$ cat src/rtl/tmr_mon_pkg.sv
// tmr_mon_pkg: shared types and helpers for the TMR error monitor
package tmr_mon_pkg;
   localparam int N_REPLICA = 3;
   typedef enum logic [1:0] {RS_OK = 2'd0, RS_SUSPECT = 2'd1, RS_FAULTY = 2'd2} replica_state_e;
   typedef enum logic {EVT_FAULTY = 1'b0, EVT_UNCORR = 1'b1} evt_kind_e;
   function automatic logic two_or_more(input logic [N_REPLICA-1:0] m);
      return (m[0] & m[1]) | (m[0] & m[2]) | (m[1] & m[2]);
   endfunction
endpackage

$ cat src/rtl/tmr_err_monitor_if.sv
// tmr_err_monitor_if: valid/ready event channel towards the status consumer
interface tmr_err_monitor_if;
   import tmr_mon_pkg::*;
   logic       evt_valid;
   logic       evt_ready;
   evt_kind_e  evt_kind;
   logic [1:0] evt_replica;
   modport master(output evt_valid, evt_kind, evt_replica, input evt_ready);
   modport slave(input evt_valid, evt_kind, evt_replica, output evt_ready);
endinterface

$ cat src/rtl/tmr_replica_tracker.sv
// tmr_replica_tracker: leaky saturating error counter and OK/SUSPECT/FAULTY classifier for one replica
module tmr_replica_tracker
   import tmr_mon_pkg::*;
#(
   parameter int CNT_W  = 8,
   parameter int THRESH = 16
) (
   input  logic             clk_i,
   input  logic             rst_i,
   input  logic             err_i,
   input  logic             leak_i,
   input  logic             clear_i,
   output logic [CNT_W-1:0] cnt_o,
   output replica_state_e   state_o,
   output logic             to_faulty_o
);
   logic [CNT_W-1:0] cnt_nxt;
   replica_state_e   st_nxt;
   // an error and a leak in the same cycle cancel out
   always_comb begin
      cnt_nxt = clear_i ? '0 :
                state_o == RS_FAULTY ? cnt_o :
                (err_i && !leak_i) ? (cnt_o == '1 ? cnt_o : cnt_o + CNT_W'(1)) :
                (leak_i && !err_i && cnt_o != '0) ? cnt_o - CNT_W'(1) : cnt_o;
      st_nxt = clear_i ? RS_OK :
               state_o == RS_FAULTY ? RS_FAULTY :
               cnt_nxt >= CNT_W'(THRESH) ? RS_FAULTY :
               cnt_nxt != '0 ? RS_SUSPECT : RS_OK;
      to_faulty_o = state_o != RS_FAULTY && st_nxt == RS_FAULTY;
   end
   always_ff @(posedge clk_i) begin
      if (rst_i) begin
         cnt_o   <= '0;
         state_o <= RS_OK;
      end else begin
         cnt_o   <= cnt_nxt;
         state_o <= st_nxt;
      end
   end
endmodule

$ cat src/rtl/tmr_err_monitor.sv
// tmr_err_monitor: tracks per-replica voter mismatches, flags FAULTY replicas and
// uncorrectable votes, and reports them on a valid/ready event channel
module tmr_err_monitor
   import tmr_mon_pkg::*;
#(
   parameter int CNT_W       = 8,
   parameter int THRESH      = 16,
   parameter int LEAK_PERIOD = 1024
) (
   input  logic                              clk_i,
   input  logic                              rst_i,
   input  logic                              err_detected_1_i,
   input  logic                              err_detected_2_i,
   input  logic                              err_detected_3_i,
   input  logic                              err_corrected_i,
   input  logic                              err_detected_i,
   input  logic [N_REPLICA-1:0]              clear_i,
   output logic [N_REPLICA-1:0][1:0]         replica_state_o,
   output logic [N_REPLICA-1:0]              faulty_mask_o,
   output logic [N_REPLICA-1:0][CNT_W-1:0]   err_cnt_o,
   output logic                              uncorr_o,
   output logic                              degraded_o,
   tmr_err_monitor_if.master                 evt
);
   localparam int TW = $clog2(LEAK_PERIOD);
   logic [TW-1:0]        timer;
   logic                 leak, unc, hs, any_pend, pend_uncorr;
   logic [N_REPLICA-1:0] err, to_faulty, faulty_nxt, presented, pend_faulty, pend_eff;
   evt_kind_e            sel_kind;
   logic [1:0]           sel_rep;
   assign err  = {err_detected_3_i, err_detected_2_i, err_detected_1_i};
   assign leak = timer == TW'(LEAK_PERIOD - 1);
   assign unc  = err_detected_i && !err_corrected_i;
   assign hs   = evt.evt_valid && evt.evt_ready;
   for (genvar k = 0; k < N_REPLICA; k++) begin : g_rep
      tmr_replica_tracker #(.CNT_W(CNT_W), .THRESH(THRESH)) u_trk (
         .clk_i      (clk_i),
         .rst_i      (rst_i),
         .err_i      (err[k]),
         .leak_i     (leak),
         .clear_i    (clear_i[k]),
         .cnt_o      (err_cnt_o[k]),
         .state_o    (replica_state_o[k]),
         .to_faulty_o(to_faulty[k])
      );
      assign presented[k]  = evt.evt_valid && evt.evt_kind == EVT_FAULTY && evt.evt_replica == 2'(k);
      assign faulty_nxt[k] = !clear_i[k] && (replica_state_o[k] == RS_FAULTY || to_faulty[k]);
   end
   // a clear may drop a queued fault event, but never one already on the channel
   assign pend_eff = pend_faulty & ~(clear_i & ~presented);
   assign any_pend = pend_uncorr || |pend_eff;
   assign sel_kind = pend_uncorr ? EVT_UNCORR : EVT_FAULTY;
   assign sel_rep  = (pend_uncorr || pend_eff[0]) ? 2'd0 : pend_eff[1] ? 2'd1 : 2'd2;
   always_ff @(posedge clk_i) begin
      if (rst_i) begin
         timer           <= '0;
         pend_uncorr     <= 1'b0;
         pend_faulty     <= '0;
         uncorr_o        <= 1'b0;
         faulty_mask_o   <= '0;
         degraded_o      <= 1'b0;
         evt.evt_valid   <= 1'b0;
         evt.evt_kind    <= EVT_FAULTY;
         evt.evt_replica <= '0;
      end else begin
         timer         <= leak ? '0 : timer + TW'(1);
         uncorr_o      <= uncorr_o || unc;
         pend_uncorr   <= (pend_uncorr && !(hs && evt.evt_kind == EVT_UNCORR)) || unc;
         pend_faulty   <= (pend_eff & ~(hs ? presented : '0)) | to_faulty;
         faulty_mask_o <= faulty_nxt;
         degraded_o    <= two_or_more(faulty_nxt);
         if (hs)
            evt.evt_valid <= 1'b0;
         else if (!evt.evt_valid && any_pend) begin
            evt.evt_valid   <= 1'b1;
            evt.evt_kind    <= sel_kind;
            evt.evt_replica <= sel_rep;
         end
      end
   end
endmodule

$ cat src/flat_wrapper.sv
// flat-port wrapper written by rule: the top's interface ports become plain ports
module tmr_err_monitor_flat import tmr_mon_pkg::*;
#(
   parameter int CNT_W       = 8,
   parameter int THRESH      = 16,
   parameter int LEAK_PERIOD = 1024
)
  (clk_i, rst_i, err_detected_1_i, err_detected_2_i, err_detected_3_i, err_corrected_i, err_detected_i, clear_i, replica_state_o, faulty_mask_o, err_cnt_o, uncorr_o, degraded_o, evt_evt_valid, evt_evt_kind, evt_evt_replica, evt_evt_ready);
  tmr_err_monitor_if evt_i ();
  input  logic clk_i;
  input  logic rst_i;
  input  logic err_detected_1_i;
  input  logic err_detected_2_i;
  input  logic err_detected_3_i;
  input  logic err_corrected_i;
  input  logic err_detected_i;
  input  logic [N_REPLICA-1:0] clear_i;
  output logic [N_REPLICA-1:0][1:0] replica_state_o;
  output logic [N_REPLICA-1:0] faulty_mask_o;
  output logic [N_REPLICA-1:0][CNT_W-1:0] err_cnt_o;
  output logic uncorr_o;
  output logic degraded_o;
  output wire logic [$bits(evt_i.evt_valid)-1:0] evt_evt_valid;
  output wire logic [$bits(evt_i.evt_kind)-1:0] evt_evt_kind;
  output wire logic [$bits(evt_i.evt_replica)-1:0] evt_evt_replica;
  input wire logic [$bits(evt_i.evt_ready)-1:0] evt_evt_ready;
  assign evt_evt_valid = evt_i.evt_valid;
  assign evt_evt_kind = evt_i.evt_kind;
  assign evt_evt_replica = evt_i.evt_replica;
  assign evt_i.evt_ready = evt_evt_ready;
  tmr_err_monitor #(.CNT_W(CNT_W), .THRESH(THRESH), .LEAK_PERIOD(LEAK_PERIOD)) u_core (.clk_i(clk_i), .rst_i(rst_i), .err_detected_1_i(err_detected_1_i), .err_detected_2_i(err_detected_2_i), .err_detected_3_i(err_detected_3_i), .err_corrected_i(err_corrected_i), .err_detected_i(err_detected_i), .clear_i(clear_i), .replica_state_o(replica_state_o), .faulty_mask_o(faulty_mask_o), .err_cnt_o(err_cnt_o), .uncorr_o(uncorr_o), .degraded_o(degraded_o), .evt(evt_i));
endmodule
$ cat config.mk
export PLATFORM = sky130hd
export DESIGN_NAME = tmr_err_monitor_flat
export DESIGN_NICKNAME = d
export VERILOG_FILES = /design/src/rtl/tmr_mon_pkg.sv /design/src/rtl/tmr_err_monitor_if.sv /design/src/rtl/tmr_replica_tracker.sv /design/src/rtl/tmr_err_monitor.sv /design/src/flat_wrapper.sv
export SDC_FILE = /design/constraint.sdc
export NUM_CORES = 1
export LEC_CHECK = 0
export ABC_AREA = 1
export ABC_CLOCK_PERIOD_IN_PS = 2600
export CAP_MARGIN = 20
export CELL_PAD_IN_SITES_DETAIL_PLACEMENT = 0
export CELL_PAD_IN_SITES_GLOBAL_PLACEMENT = 1
export CORE_AREA = 2 2 99 101
export CTS_CLUSTER_DIAMETER = 150
export DETAILED_ROUTE_END_ITERATION = 6
export DIE_AREA = 0 0 101 103
export PLACE_DENSITY = 0.76
export SYNTH_ARGS = -nofsm -noshare
export SYNTH_HDL_FRONTEND = slang
export SYNTH_SLANG_ARGS = --single-unit
$ cat constraint.sdc
create_clock -name clk_i -period 2.6 [get_ports clk_i]
set_input_delay 0.65 -clock clk_i [delete_from_list [all_inputs] [get_ports clk_i]]
set_output_delay 0.65 -clock clk_i [all_outputs]
set_load 0.02 [all_outputs]
==> flow_metrics.py <==
metrics = {
    "clock_network": {
        "cts_hold_buf": 0,
        "cts_resized": 0,
        "cts.clk_slew.worst_paths_ps": 90,
        "cts.sinks": 53,
        "cts_buffer_depth": 2,
        "htreeDepth": 2,
        "numCtsBuffers": 5,
        "cts-root-buf": "clkbuf_8",
        "cts_tree": "done",
        "cts_setup_buffers": 0,
        "clkLatencyLatePin_ps": 300,
    },
    "sta": {
        "maxSlewViolCount": 0,
        "fin_crit_sh_pct": 89.2,
        "max_freq_ghz": 0.431,
        "skew_ps": 7.11,
        "layout_min_cycle_time_ps": 2320,
        "relSlewSlack_pct": 69.4,
        "hold_viol": 0,
        "setup_viol": 0,
        "grt_setup_unrepaired": "no",
        "tns_ps": 0,
        "worst_pin_slew_ps": 458,
    },
    "logic_synthesis": {
        "synth_most_common_cell": "nand2_1",
        "syn_nets": 567,
        "synth_top_area_share_pct": 30.9,
        "synth_seq_cells": 53,
        "synth_cell_types": 38,
        "synth_common_cells": "nand2_1, nor2_1, inv_1, dfxtp_1, nand3_1",
        "synth_top_flop_cell": "dfxtp_1",
        "netlist_instances": 546,
        "synthesis.area_um2": 3440,
        "synthArstFlopShare_pct": 0,
        "avgSynthCellArea_um2": 6.29,
        "yosysWarnings": 0,
        "yosysTopAreaCell": "dfxtp_1",
        "synth_area_leaders": "dfxtp_1, nand2_1, nor2_1",
        "ys_seq_area_share_pct": 30.9,
        "synth-edff-count": 0,
    },
    "pwr": {
        "ir_drop_mv": 0.318,
        "p_leak_nw": 1.96,
        "power_density_nw_per_um2": 436,
        "fin_total_pwr_mw": 1.83,
    },
    "grt": {
        "antenna_found_initial": 0,
        "grt_pass1_wl_um": 14700,
        "grt_pass1_vias": 3237,
        "grt_max_degree": 20,
        "grt_overflow_total": 0,
        "groute.usage.overall_pct": 17.2,
    },
    "floorplanning": {
        "core.rowCount": 36,
        "fp.dieW_um": 101,
        "start_util_pct": 36.3,
        "coreArea_um2": 9460,
        "die_y_um": 103,
        "io_pins": 50,
        "die_area_um2": 10400,
    },
    "cells_and_area": {
        "drive_gt1_share_pct": 8.28,
        "nFillCells": 1040,
        "antenna-diode-count": 0,
        "final_nets": 625,
        "syn_to_final_growth_pct": 22.3,
        "final_cells": 718,
        "final_area_um2": 4200,
    },
    "setup_path": {
        "crit_path_max_incr_delay_ps": 380,
        "cp.required_ps": 2800,
        "timing.critical_path.cells": "ha_1, nand2_2, nor2_4, nand3_4, nor2_4, nand3_1, nand2_1, nand3_1, nand3_1, nand4_1, nand2_2, nand2_1, nand2_1, inv_1",
        "worstSetupPathType": "flop to flop",
        "cp_data_arrival_time_ps": 2520,
        "cp-start-kind": "flop",
        "crit_family": "simple AND/OR/NAND/NOR gates",
        "worst_path_max_delay_cell": "dfxtp_1",
        "cp_max_fo": 13,
        "end_kind": "flop",
        "crit_buf_inv": 1,
    },
    "detailed_routing": {
        "dr_wl_met2_um": 4030,
        "num_vias": 3472,
        "drt-met1-wl_um": 4360,
        "drtPass1Iterations": 4,
        "ant_nets": 0,
        "drc_errors": 0,
        "avgRoutedWirePerCell_um": 12.1,
        "wl_met3_um": 217,
        "top_layer": "met4",
        "drt_wl_total_um": 8680,
        "drt-initial-drc-count": 110,
        "via_per_inst": 4.84,
    },
    "min_path": {
        "hold_path_class": "flop to flop",
    },
    "run": {
        "maxCapViolCount": 0,
    },
    "placed_design": {
        "place_inst": 707,
        "dp_hpwl_um": 6860,
        "gp_congestion": 0.881,
        "place_area_um2": 4070,
        "numPortBuffers": 49,
    },
    "run_status": {
        "run_status": "finished clean",
    },
}
==> layout by cell type, fill, tap and decap left out, types with 2 or more instances in the layout <==
master,Yosys,layout
nand2_1,145,145
nor2_1,79,79
inv_1,75,75
nand3_1,53,53
dfxtp_1,53,53
clkdlybuf4s50_1,0,49
a21oi_1,17,17
o21ai_0,15,15
nand4_1,14,14
xor2_1,10,10
nor3_1,10,10
ha_1,10,10
buf_4,0,9
nand2_2,8,8
nor2_2,8,8
o211ai_1,6,6
nand3_2,5,5
clkbuf_8,0,5
nor2_4,4,4
inv_2,3,3
o21ai_1,3,3
nor3b_1,3,3
clkinv_1,2,2
a21oi_2,2,2
xnor2_1,2,2
==> per-layer routing <==
metal	vias to the layer above	track usage, %
li1	1849	-
met1	1574	23.0
met2	43	29.5
met3	6	2.24
met4	0	4.16
met5	-	0
==> through the flow <==
stage / util (%) / hold WS, ps / worst slack [ps]
after floorplan: - / 430 / 647
after CTS: 44.1 / 458 / 175
after detailed placement: 43.0 / 443 / 19.4
after global placement: 43.0 / 441 / 2.54
after global routing: 44.4 / 501 / 36.5
final: 44.4 / 454 / 281
==> cell families after synthesis <==
group,synth area share (%)
compound gates,8.16
buf+inv,9.83
flops,30.9
fa+ha+maj,3.64
simple gates,44.4
xor+xnor,3.06
==> worst min-delay path: stages, from the launching register on <==
cell,delay [ps]
dfxtp_1,320
inv_1,40
a21oi_1,50
==> final timing paths <==
| kind | from | endpoint | slack [ps] | cells after the start |
|---|---|---|---|---|
| min | u_core.uncorr_o$_SDFF_PP0_ | u_core.uncorr_o$_SDFF_PP0_ | 450 | 2 |
| min reg2reg | u_core.uncorr_o$_SDFF_PP0_ | u_core.uncorr_o$_SDFF_PP0_ | 450 | 2 |
| max reg2reg | u_core.timer[0]$_SDFF_PP0_ | u_core.degraded_o$_SDFF_PP0_ | 280 | 14 |
| max | u_core.timer[0]$_SDFF_PP0_ | u_core.degraded_o$_SDFF_PP0_ | 280 | 14 |
==> where the power goes <==
part	internal, mW	leakage [nW]	total, mW	switching (mW)
Clock	0.280	0.0540	0.532	0.252
Combinational	0.160	1.47	0.408	0.248
Sequential	0.850	0.432	0.891	0.0410
==> state kept, by name (all words and copies together), names as in the netlist, 2 cells and up <==
register,flops
u_core.pend_faulty,3
u_core.g_rep.u_trk.state_o,6
u_core.faulty_mask_o,3
u_core.timer,10
u_core.g_rep.u_trk.cnt_o,24
u_core.evt.evt_replica,2
==> area by class of cell <==
cell class                      count  area [um2]  share of cell area, %
Clock buffer                        5        68.8                   1.64
Clock inverter                      2        35.0                  0.834
Inverter                           80         300                   7.14
Multi-Input combinational cell    406        2040                   48.5
Sequential cell                    53        1060                   25.2
Tap cell                          114         143                   3.39
Timing Repair Buffer               58         558                   13.3
Note: power is estimated with default switching activity, not from simulation.
